File: src/rtl/cdb_arbiter.sv
// cdb_arbiter -- Common Data Bus arbiter.
//
// Picks one completed result per slot from N_SRC reservation stations and
// drives the shared CDB. Each accepted result produces a one-cycle-high
// broadcast, and the following cycle is always low. Consumers detect the
// broadcast on its edge, so two back-to-back results must never merge into
// one long high pulse.
//
// Build option:
//   CDB_ARB_FIXED_PRIO_EN  defined   -> fixed priority (lowest index wins),
//                                       and there is no pointer register
//                          undefined -> round-robin (default)
//
// Ports:
//   clk, rst_n         clock (rising edge); asynchronous active-low reset
//   in_req[N]          per-source result-ready request
//   in_tag/val/icc     per-source result; source i sits at [i*W +: W]
//   in_icc_wr[N]       source's op writes ICC
//   out_ack[N]         one-cycle accept pulse to the granted source
//   out_CDB_*          broadcast pulse, tag and value (tag/value hold)
//   out_ICC_flags/wr   architectural ICC and its write pulse
//   out_grant_idx      last granted source
//   out_drop_cnt       saturating count of INVALID_TAG requests dropped
module cdb_arbiter #(
    parameter int N_SRC  = 4,
    parameter int TAG_W  = 5,
    parameter int DATA_W = 32,
    parameter logic [TAG_W-1:0] INVALID_TAG = {TAG_W{1'b1}},
    localparam int IDX_W = (N_SRC > 1) ? $clog2(N_SRC) : 1
) (
    input  logic                      clk,
    input  logic                      rst_n,
    input  logic [N_SRC-1:0]          in_req,
    input  logic [N_SRC*TAG_W-1:0]    in_tag,
    input  logic [N_SRC*DATA_W-1:0]   in_val,
    input  logic [N_SRC*4-1:0]        in_icc,
    input  logic [N_SRC-1:0]          in_icc_wr,
    output logic [N_SRC-1:0]          out_ack,
    output logic                      out_CDB_broadcast,
    output logic [TAG_W-1:0]          out_CDB_tag,
    output logic [DATA_W-1:0]         out_CDB_val,
    output logic [3:0]                out_ICC_flags,
    output logic                      out_ICC_wr,
    output logic [IDX_W-1:0]          out_grant_idx,
    output logic [7:0]                out_drop_cnt
);

    typedef enum logic [1:0] {IDLE, BCAST, DROP} state_t;

    state_t             state_q, state_d;
    logic [N_SRC-1:0]   ack_q, ack_d;
    logic               bcast_q, bcast_d;
    logic [TAG_W-1:0]   tag_q, tag_d;
    logic [DATA_W-1:0]  val_q, val_d;
    logic [3:0]         icc_q, icc_d;
    logic               icc_wr_q, icc_wr_d;
    logic [IDX_W-1:0]   gidx_q, gidx_d;
    logic [7:0]         drop_q, drop_d;
`ifndef CDB_ARB_FIXED_PRIO_EN
    logic [IDX_W-1:0]   ptr_q, ptr_d;
`endif

    // Winner selection, plus the winner's fields pulled out of the flat buses.
    logic [IDX_W-1:0]         win_idx;
    logic [N_SRC-1:0]         req_sh, icc_wr_sh;
    logic [N_SRC*TAG_W-1:0]   tag_sh;
    logic [N_SRC*DATA_W-1:0]  val_sh;
    logic [N_SRC*4-1:0]       icc_sh;

    always_comb begin
        int j;
        win_idx = '0;
`ifdef CDB_ARB_FIXED_PRIO_EN
        // Scan from the top down, so the lowest set index is written last.
        for (int k = N_SRC - 1; k >= 0; k--) begin
            req_sh = in_req >> k;
            if (req_sh[0]) win_idx = IDX_W'(k);
        end
`else
        // Scan the offsets from far to near, starting just after the pointer.
        // The nearest requester (with wrap-around) is written last and wins.
        for (int off = N_SRC; off >= 1; off--) begin
            j = (int'(ptr_q) + off) % N_SRC;
            req_sh = in_req >> j;
            if (req_sh[0]) win_idx = IDX_W'(j);
        end
`endif
        j         = int'(win_idx);
        req_sh    = in_req >> j;
        icc_wr_sh = in_icc_wr >> j;
        tag_sh    = in_tag >> (j * TAG_W);
        val_sh    = in_val >> (j * DATA_W);
        icc_sh    = in_icc >> (j * 4);
    end

    always_comb begin
        state_d  = state_q;
        tag_d    = tag_q;
        val_d    = val_q;
        icc_d    = icc_q;
        gidx_d   = gidx_q;
        drop_d   = drop_q;
        ack_d    = '0;
        bcast_d  = 1'b0;
        icc_wr_d = 1'b0;
`ifndef CDB_ARB_FIXED_PRIO_EN
        ptr_d    = ptr_q;
`endif
        case (state_q)
            IDLE: begin
                if (|in_req) begin
`ifndef CDB_ARB_FIXED_PRIO_EN
                    ptr_d = win_idx;
`endif
                    gidx_d = win_idx;
                    ack_d  = {{(N_SRC-1){1'b0}}, 1'b1} << win_idx;
                    if (tag_sh[TAG_W-1:0] != INVALID_TAG) begin
                        tag_d    = tag_sh[TAG_W-1:0];
                        val_d    = val_sh[DATA_W-1:0];
                        bcast_d  = 1'b1;
                        icc_wr_d = icc_wr_sh[0];
                        if (icc_wr_sh[0]) icc_d = icc_sh[3:0];
                        state_d  = BCAST;
                    end else begin
                        if (drop_q != 8'hFF) drop_d = drop_q + 8'd1;
                        state_d = DROP;
                    end
                end
            end
            // BCAST/DROP: a single cycle that forces the broadcast low, with
            // no arbitration in that cycle.
            default: state_d = IDLE;
        endcase
    end

    always_ff @(posedge clk or negedge rst_n) begin
        if (!rst_n) begin
            state_q  <= IDLE;
            ack_q    <= '0;
            bcast_q  <= 1'b0;
            tag_q    <= '0;
            val_q    <= '0;
            icc_q    <= '0;
            icc_wr_q <= 1'b0;
            gidx_q   <= '0;
            drop_q   <= '0;
`ifndef CDB_ARB_FIXED_PRIO_EN
            // Start on the last source so that source 0 is searched first.
            ptr_q    <= IDX_W'(N_SRC - 1);
`endif
        end else begin
            state_q  <= state_d;
            ack_q    <= ack_d;
            bcast_q  <= bcast_d;
            tag_q    <= tag_d;
            val_q    <= val_d;
            icc_q    <= icc_d;
            icc_wr_q <= icc_wr_d;
            gidx_q   <= gidx_d;
            drop_q   <= drop_d;
`ifndef CDB_ARB_FIXED_PRIO_EN
            ptr_q    <= ptr_d;
`endif
        end
    end

    assign out_ack           = ack_q;
    assign out_CDB_broadcast = bcast_q;
    assign out_CDB_tag       = tag_q;
    assign out_CDB_val       = val_q;
    assign out_ICC_flags     = icc_q;
    assign out_ICC_wr        = icc_wr_q;
    assign out_grant_idx     = gidx_q;
    assign out_drop_cnt      = drop_q;

endmodule
File: config.mk
export PLATFORM = sky130hd
export DESIGN_NAME = cdb_arbiter
export DESIGN_NICKNAME = d
export VERILOG_FILES = /design/src/rtl/cdb_arbiter.sv
export SDC_FILE = /design/constraint.sdc
export NUM_CORES = 1
export LEC_CHECK = 0
export ABC_AREA = 1
export CORE_MARGIN = 4
export CORE_UTILIZATION = 39
export CTS_CLUSTER_SIZE = 20
export DETAILED_ROUTE_END_ITERATION = 10
export GPL_TIMING_DRIVEN = 0
export PLACE_DENSITY = 0.86
export SYNTH_ARGS = -nofsm -noshare
export SYNTH_HDL_FRONTEND = slang
export SYNTH_SLANG_ARGS = --single-unit
File: constraint.sdc
create_clock -name clk -period 2.8 [get_ports clk]
set_input_delay 0.56 -clock clk [delete_from_list [all_inputs] [get_ports clk]]
set_output_delay 0.56 -clock clk [all_outputs]
set_load 0.01 [all_outputs]
* Yosys cells after proc, flatten, opt, wreduce, memory -nomap -nowiden *
Index checks and enable logic that the tools add are counted.

operators by class
  $add $sub $neg = 5
  multipliers = 1
  divide/modulo/power cells = 0
  magnitude comparators = 0
  eq/ne operators = 3
  shift operators = 9
  muxes and demuxes = 15
  bitwise gates (word level) = 5
  reductions and logical operators = 10

operators by type and width
  cell                                                                count
  128-bit by 7-bit right shift with 32-bit output                     1
  4-bit by 32-bit right shift with 1-bit output                       4
  20-bit by 5-bit right shift with 5-bit output                       1
  16-bit by 4-bit right shift with 4-bit output                       1
  2-bit two-way mux                                                   7
  8-bit by 1-bit adder with 8-bit output, second input constant       1
  4-bit two-way mux                                                   2
  8-bit != test, second input constant                                1
  4-bit AND reduction                                                 2
  2-bit OR reduction                                                  4
  1-bit two-way mux                                                   6
  2-bit by 3-bit multiplier with 5-bit output, second input constant  1
  5-bit != test, second input constant                                1
  2-bit by 1-bit adder with 2-bit output, second input constant       2
  2-bit adder, second input constant                                  2
  1-bit AND, first input constant                                     4
  4-bit OR reduction                                                  1
  1-bit by 2-bit << shifter with 4-bit output, first input constant   1
  4-bit by 2-bit right shift with 1-bit output                        1
  3-bit AND reduction                                                 1
  2-bit zero test                                                     1
  2-bit != test, second input constant                                1
  2-bit AND reduction                                                 1
  1-bit inverter                                                      1

storage, ports and cells
  flip-flop bits (word level) = 61
  latch bits = 0
  memory bits (writable) = 0
  ROM bits = 0
  input port bits = 174
  output and inout port bits = 57
  memories kept = 0

* Longest topological paths before layout *
Gate-level depths: netlist of the first run.

  depth after elaboration = 14
  mapped depth = 21
  depth with buffers taken out = 19

* Least setup slack after synthesis of the first run *
OpenSTA, ideal clock, no wires.

  path type = reg-to-reg
  from = reg ptr_q[0]
  to = reg val_q[12] (netlist: out_CDB_val[12])
  library setup time = 127 ps
  arrival = 2186 ps
  setup slack = 487 ps
  stages on the path, launching flop included = 18
  clock period less this slack = 2313 ps
  path through = dfstp_2 buf_6 nand2_1 o21ai_1 nand2_1 nand2_1 inv_1 nand3_1 buf_2 nand3_1 nand3_1 nand3_1 nor2_1 nand3_2 nand2_2 buf_6 buf_4 o21ai_0

on the way
  word-level cells in the longest chain between the ends = 12

RTL lines
  what                                           line  RTL
  start, declared                                60    logic [IDX_W-1:0] ptr_q, ptr_d;
  start signal, assigned                         149   ptr_q <= IDX_W'(N_SRC - 1);
  start signal, assigned                         162   ptr_q <= ptr_d;
  2-bit by 1-bit adder with 2-bit output         83    j = (int'(ptr_q) + off) % N_SRC;
  2-bit OR reduction (no source line)            n/a
  1-bit AND (no source line)                     n/a
  4-bit by 32-bit right shift with 1-bit output  84    req_sh = in_req >> j;
  2-bit two-way mux (3 in a row)                 85    if (req_sh[0]) win_idx = IDX_W'(j);
  2-bit two-way mux *                            85
  2-bit by 3-bit multiplier with 5-bit output    91    tag_sh = in_tag >> (j * TAG_W);
  20-bit by 5-bit right shift with 5-bit output  91
  5-bit != test                                  117   if (tag_sh[TAG_W-1:0] != INVALID_TAG) begin
  3-bit AND reduction (no source line)           n/a
  end signal, assigned                           156   val_q <= val_d;
  end, declared                                  54    logic [DATA_W-1:0] val_q, val_d;

Every way passes the cells marked *; elsewhere a longest branch is shown, timed or not.
A chain may end at the register's enable or synchronous reset.

* Worst setup path in the final report of the first run *
  from = reg ptr_q[0]
  to = reg tag_q[0] (netlist: out_CDB_tag[0])

on the way
  word-level cells in the longest chain between the ends = 12

RTL lines
  what                                             line  RTL
  2-bit by 1-bit adder with 2-bit output           83
  2-bit OR reduction (no source line)              n/a
  1-bit AND (no source line)                       n/a
  4-bit by 32-bit right shift with 1-bit output    84
  2-bit two-way mux (3 in a row)                   85
  2-bit two-way mux *                              85
  2-bit by 3-bit multiplier with 5-bit output *    91
  20-bit by 5-bit right shift with 5-bit output *  91
  5-bit != test                                    117
  3-bit AND reduction (no source line)             n/a
  end signal, assigned                             155   tag_q <= tag_d;
  end, declared                                    53    logic [TAG_W-1:0] tag_q, tag_d;

Marked as above.

==> reports/metrics.cfg, run 1 <==
[status]
outcome = finished clean

[worst_setup_path]
crit_type = reg -> reg
regToRegEndpoint = out_CDB_tag[0]$_DFFE_PN0P_
crit_required_ps = 3020
worst_path_most_repeated_cell = nand2_1
critPathMaxFanout = 10
crit_slowest_cell = dfstp_2
start_kind = register
reg2reg_slack_ps = 110
r2r_start = ptr_q[0]$_DFFE_PN1P_
critPathMaxStageDelay_ps = 530
r2r_cells = 19
worstPathArrival_ps = 2910
crit_path_end_kind = register
worstPathCellList = buf_6 -> inv_4 -> nand2_1 -> nand2_1 -> nand2_1 -> nand2_2 -> nor2_1 -> nand2_1 -> nand2_1 -> buf_4 -> nand4_1 -> nand3_2 -> nor2_2 -> nand3_2 -> nand2_4 -> buf_8 -> buf_8 -> nand2_1 -> o21ai_0

[sta]
final_hold_viol_count = 0
report.final.slew_viol_count = 0
setup_viol = 0
slew_headroom_pct = 50.6
max_freq_mhz = 371
finalCritPeriodShare_pct = 96.1
fin_skew_ps = 11.6
tightest_slew_ps = 741
hold_ws_ps = 277
period_needed_ps = 2690

[global_routing]
overflow = 0
grt_pass1_wl_um = 24500
grt_use_met1_pct = 30.2
grt_start_max_net_pins = 33
grt_pass1_vias = 5080
grt.busiest_layer = met2
grtUsageMet2_pct = 48.2
antenna_found_initial = 0
met3_usage_pct = 5.68
track_usage_pct = 26.5

[route]
route.detailed.wl_per_inst_um = 16.9
ant_nets = 0
drt_wl_total_um = 16500
first_pass_iters = 6
via_per_inst = 5.22
vias = 5115
route.detailed.drc = 0
drtIter0Drc = 361

[final_layout]
seqCellArea_um2 = 1530
diodes = 0
final_cells = 979
fill_cells = 783
drive_gt1_share_pct = 9.81
multiInputGateArea_um2 = 2200
fin_nets = 1016
syn2layout_area_growth_pct = 73.0

[power]
max-vdd-ir-drop_uv = 741
p_leak_uw = 0.00326
total_power_uw = 9980
cellPowerDensity_nw_per_um2 = 1440

[placement]
placedCellCount = 954
gp_congestion = 0.873
port_buffers = 230
dpl.hpwl_um = 12900

[cts]
cts_buffers = 9
cts_num_sinks = 61
path_clk_slew_ps = 70
hold_buffers = 0
clock_path_buffers = 2
cts_tree = done
htreeDepth = 3
clk_latency_ps = 340
cts_root_buf = clkbuf_8

[synthesis]
avgSynthCellArea_um2 = 6.77
yosysWarningCount = 0
synthCells = 590
ys_seq_area_share_pct = 38.3
ys_seq_elements = 61
netlist_area_um2 = 3990
synth.distinct_cells = 27
syn_nets = 765

[floorplan]
die_h_um = 109
design.die.area_um2 = 11900
io_pins = 231
core_um2 = 9860
floorplan.initialDensity_pct = 40.5
die_x_um = 109
rows = 36

[job]
cap_viol_max_count = 0

[hold_path]
hp-class = in -> async

-- where the power goes --
| part | internal (µW) | switching (µW) |
|---|---|---|
| registers | 1320 | 221 |
| clock network | 392 | 344 |
| logic | 3220 | 4480 |
-- cells in the final DEF, fill, tap and decap left out, types with 6 or more instances in the layout --
cell / count
clkdlybuf4s50_1: 226
nand2_1: 221
dfrtp_1: 59
nor2_1: 54
o21ai_0: 51
nand3_1: 29
a2bb2oi_1: 27
inv_1: 26
o21ai_1: 18
nand4_1: 16
buf_4: 14
clkbuf_8: 12
a21oi_1: 11
clkbuf_1: 8
clkbuf_2: 7
nand3_2: 6
clkbuf_4: 6
-- sequential cells by signal, summed over array words and instances, names as in the netlist --
name	cells
out_ICC_flags	4
out_grant_idx	2
ptr_q	2
out_CDB_broadcast	1
out_ICC_wr	1
out_ack	4
out_drop_cnt	8
state_q	2
out_CDB_tag	5
out_CDB_val	32
-- cells by family (layout without fill, tap and decap cells) --
kind of cell	count (synthesis)	count (layout)	synth area share, %
buf+inv	69	325	8.46
compound gates	113	113	17.0
flops	61	61	38.3
simple gates	340	340	34.7
fa+ha+maj	1	1	0.313
xor+xnor	6	6	1.32
-- worst max-delay path: cells and delay by family (launching register included) --
kind | cells | cell delay, ps
AND/OR/NAND/NOR | 13 | 1230
buffers and inverters | 5 | 720
flip-flops | 1 | 530
AO/OA/AOI/OAI | 1 | 80
-- how the worst max path moves through the flow --
stage	slack (ps)	startpoint	endpoint
after CTS	6	in_req[1]	out_drop_cnt[7]$_DFFE_PN0P_
after global placement	-700	rst_n	out_CDB_val[5]$_DFFE_PN0P_
after floorplan	490	ptr_q[0]$_DFFE_PN1P_	out_CDB_val[12]$_DFFE_PN0P_
after detailed placement	-770	in_req[1]	out_ICC_flags[3]$_DFFE_PN0P_
final	110	ptr_q[0]$_DFFE_PN1P_	out_CDB_tag[0]$_DFFE_PN0P_
after global routing	-50	ptr_q[0]$_DFFE_PN1P_	out_CDB_val[17]$_DFFE_PN0P_
-- synthesized netlist by cell type (all sizes together) --
master   count  share of area [%]
a21oi       12                1.5
a2bb2oi     27                5.9
buf         20                3.8
clkbuf      19                1.8
dfrtp       59                 37
dfstp        2                1.3
ha           1               0.31
inv         30                2.9
nand2      228                 22
nand3       35                4.5
nand3b       1               0.19
nand4       16                2.5
nor2        57                5.4
nor3         2               0.38
nor4         1               0.16
o211ai       4               0.75
o21ai       70                8.8
xnor2        2               0.44
xor2         4               0.88
-- through the flow --
| step | cell area [µm²] | setup WS (ps) | utilization, % | setup TNS [ps] |
|---|---|---|---|---|
| CTS | 6690 | 5.98 | 67.9 | 0 |
| detailed placement | 6480 | -767 | 65.7 | -23590 |
| global route | 6910 | -48.6 | 70.0 | -666 |
| floorplan | 3990 | 487 | - | 0 |
| global placement | 6460 | -703 | 65.5 | -58740 |
| finish | 6910 | 108 | 70.0 | 0 |
-- area by class of cell --
cell class / instances / share of cell area, %
Clock inverter: 3 / 0.290
Clock buffer: 13 / 2.45
Sequential cell: 61 / 22.1
Buffer: 39 / 4.31
Multi-Input combinational cell: 460 / 31.8
Tap cell: 133 / 2.41
Timing Repair Buffer: 240 / 34.9
Inverter: 30 / 1.67
-- per-layer routing --
layer	vias to the layer above	routed length [µm]
met4	0	449
met1	2370	6080
met5	-	0
met2	262	8530
li1	2442	-
met3	41	1440
-- repair_timing --
action                                  4_1_cts  5_1_grt
setup buffers                                 1        6
endpoints found under the setup margin       44       51
resized for setup                            10       60
pin swaps                                     0        6
gates cloned                                  0        2
Power figures use the tool's default switching activity.
==> run 2: changes to the inputs <==
--- a/config.mk
+++ b/config.mk
@@ -12,6 +12,7 @@
 export DETAILED_ROUTE_END_ITERATION = 10
 export GPL_TIMING_DRIVEN = 0
 export PLACE_DENSITY = 0.86
+export SLEW_MARGIN = 20
 export SYNTH_ARGS = -nofsm -noshare
 export SYNTH_HDL_FRONTEND = slang
 export SYNTH_SLANG_ARGS = --single-unit
==> run 2 against run 1 <==
Against the previous run:
- clock-buffer cell count grew 2
- clock skew shrank 0.53 ps
- sequential power is essentially flat
- sequential share of layout area is 0.49 points lower
- non-clock buffer count grew 6
- global-route usage up 0.10 points
- cell count is 0.61% higher
- flip-flop and latch count unchanged
- critical path depth increased by 1
- core utilization increased by 1.6 points
- setup slack got worse by 99 ps
- first-iteration DRC count rose by 14%
==> reports/metrics.cfg, run 2 (synthesized netlist as in run 1, its figures left out) <==
[worst_setup_path]
crit_required_ps = 3020
start_kind = register
crit_buf_inv = 7
critPathMaxStageDelay_ps = 530
crit_slowest_cell = dfstp_2
regToRegEndpoint = out_drop_cnt[0]$_DFFE_PN0P_
critPathMaxFanout = 8
r2r_start = ptr_q[0]$_DFFE_PN1P_
crit_path_end_kind = register
crit_type = reg -> reg
worst_path_most_repeated_cell = nand2_1
r2r_cells = 20
cp_top_family = simple AND/OR/NAND/NOR gates
worstPathArrival_ps = 3010
reg2reg_slack_ps = 9
worstPathCellList = buf_6 -> inv_4 -> nand2_1 -> nand3_2 -> nand2_2 -> inv_1 -> nand2_2 -> nand2_1 -> nand2_2 -> buf_4 -> buf_6 -> nand3_1 -> nand3_1 -> nand3_2 -> buf_4 -> nor2_1 -> nand4_1 -> buf_4 -> nand2_1 -> nand2_1

[power]
max-vdd-ir-drop_uv = 799
cellPowerDensity_nw_per_um2 = 1480
p_leak_uw = 0.00333

[final_layout]
design_area_um2 = 7060
fin_nets = 1022
largest_reg_flops = 32
utilization_pct = 71.6
drive_gt1_share_pct = 11.9
syn2layout_area_growth_pct = 76.9
final_common_cell = clkdlybuf4s50_1
fill_cells = 745
final_cell_mix = clkdlybuf4s50_1, nand2_1, dfrtp_1
diodes = 0
final_cells = 985

[cts]
cts_tree = done
cts_num_sinks = 61
hold_buffers = 0
clk_latency_ps = 330
path_clk_slew_ps = 70
cts_root_buf = clkbuf_8
htreeDepth = 3
cts_buffers = 9
clock_path_buffers = 2

[sta]
layout_setup_ws_ps = 8.88
setup_tns_ps = 0
fin_skew_ps = 11.1
tightest_slew_ps = 523
final_hold_viol_count = 0
finalCritPeriodShare_pct = 99.7
report.final.slew_viol_count = 0
max_freq_mhz = 358
period_needed_ps = 2790
setup_viol = 0
slew_headroom_pct = 65.1

[floorplan]
die_h_um = 109
rows = 36
design.die.area_um2 = 11900
io_pins = 231
core_um2 = 9860
die_x_um = 109
floorplan.initialDensity_pct = 40.5

[route]
first_pass_iters = 8
drtIter0Drc = 412
drt_wl_total_um = 17100
via_per_inst = 5.26
ant_nets = 0
route.detailed.drc = 0
vias = 5184
route.detailed.wl_per_inst_um = 17.3

[placement]
placedInstanceArea_um2 = 6490
gp_congestion = 0.873
port_buffers = 230
placedCellCount = 954
dpl.hpwl_um = 12700
place_ws_ps = -781

[global_routing]
overflow = 0
antenna_found_initial = 0
grt_pass1_wl_um = 24700
grt_start_max_net_pins = 58
grt_pass1_vias = 5121
track_usage_pct = 26.6

[status]
outcome = finished clean

[job]
cap_viol_max_count = 0

[hold_path]
hp-class = in -> async

## run 2: cell count changes in the layout (fill, tap and decap cells not counted), sizes merged
cell / before / now
buf: 29 / 33
clkbuf: 34 / 38
clkinvlp: 2 / 0
clkdlybuf4s50: 226 / 225
dlymetal6s2s: 3 / 4
## run 2: how the worst max path moves through the flow
stage	end	cells after the start	startpoint	slack (ps)
after detailed placement	out_ICC_flags[3]$_DFFE_PN0P_	15	in_req[1]	-780
after global placement	out_CDB_val[5]$_DFFE_PN0P_	1	rst_n	-700
final	out_drop_cnt[0]$_DFFE_PN0P_	20	ptr_q[0]$_DFFE_PN1P_	9
after floorplan	out_CDB_val[12]$_DFFE_PN0P_	17	ptr_q[0]$_DFFE_PN1P_	490
after global routing	out_CDB_val[20]$_DFFE_PN0P_	21	ptr_q[0]$_DFFE_PN1P_	-160
after CTS	out_CDB_val[29]$_DFFE_PN0P_	18	in_req[2]	10
## run 2: worst reg2reg max path, stage by stage, from the launching register on
cell and delay (ps):
dfstp_2 530, buf_6 130, inv_4 70, nand2_1 80
nand3_2 90, nand2_2 90, inv_1 50, nand2_2 80
nand2_1 70, nand2_2 100, buf_4 140, buf_6 110
nand3_1 90, nand3_1 120, nand3_2 110, buf_4 150
nor2_1 180, nand4_1 140, buf_4 210, nand2_1 60
nand2_1 60
## run 2: cell type report
type                       count  area (µm²)  share of cell area, %
buffer                        39         304                   4.30
clock buffer                  15         176                   2.50
clock inverter                 1        5.00                 0.0709
inverter                      30         115                   1.63
multi-input combinational    460        2250                   31.8
sequential                    61        1530                   21.6
tap                          133         166                   2.36
timing repair buffer         246        2520                   35.7
## run 2: metrics by stage
stage | power [µW] | hold slack [ps]
2_1_floorplan | 5970 | 264
3_5_place_dp | 8480 | 378
5_1_grt | 11300 | 17.9
3_3_place_gp | 8230 | 455
6_report | 10500 | 26.8
4_1_cts | 9320 | 16.0
## run 2: per-layer routing
metal	GRT usage, %	up-vias	share of wire (%)
li1	-	2454	-
met1	30.5	2419	37
met2	48.3	271	52
met3	5.21	40	8.2
met4	10.6	0	2.8
met5	0	-	0
## run 2: report_power, final
part           total [µW]  switching [µW]  internal (µW)
combinational        8190            4700           3500
sequential           1550             221           1320
clock                 725             331            394
## run 2: what timing repair did
item,CTS,global route
setup buffers,1,9
setup endpoints to repair,48,51
resized for setup,11,80
hold endpoints to repair,0,0
pin swaps,0,14
cloned,0,5
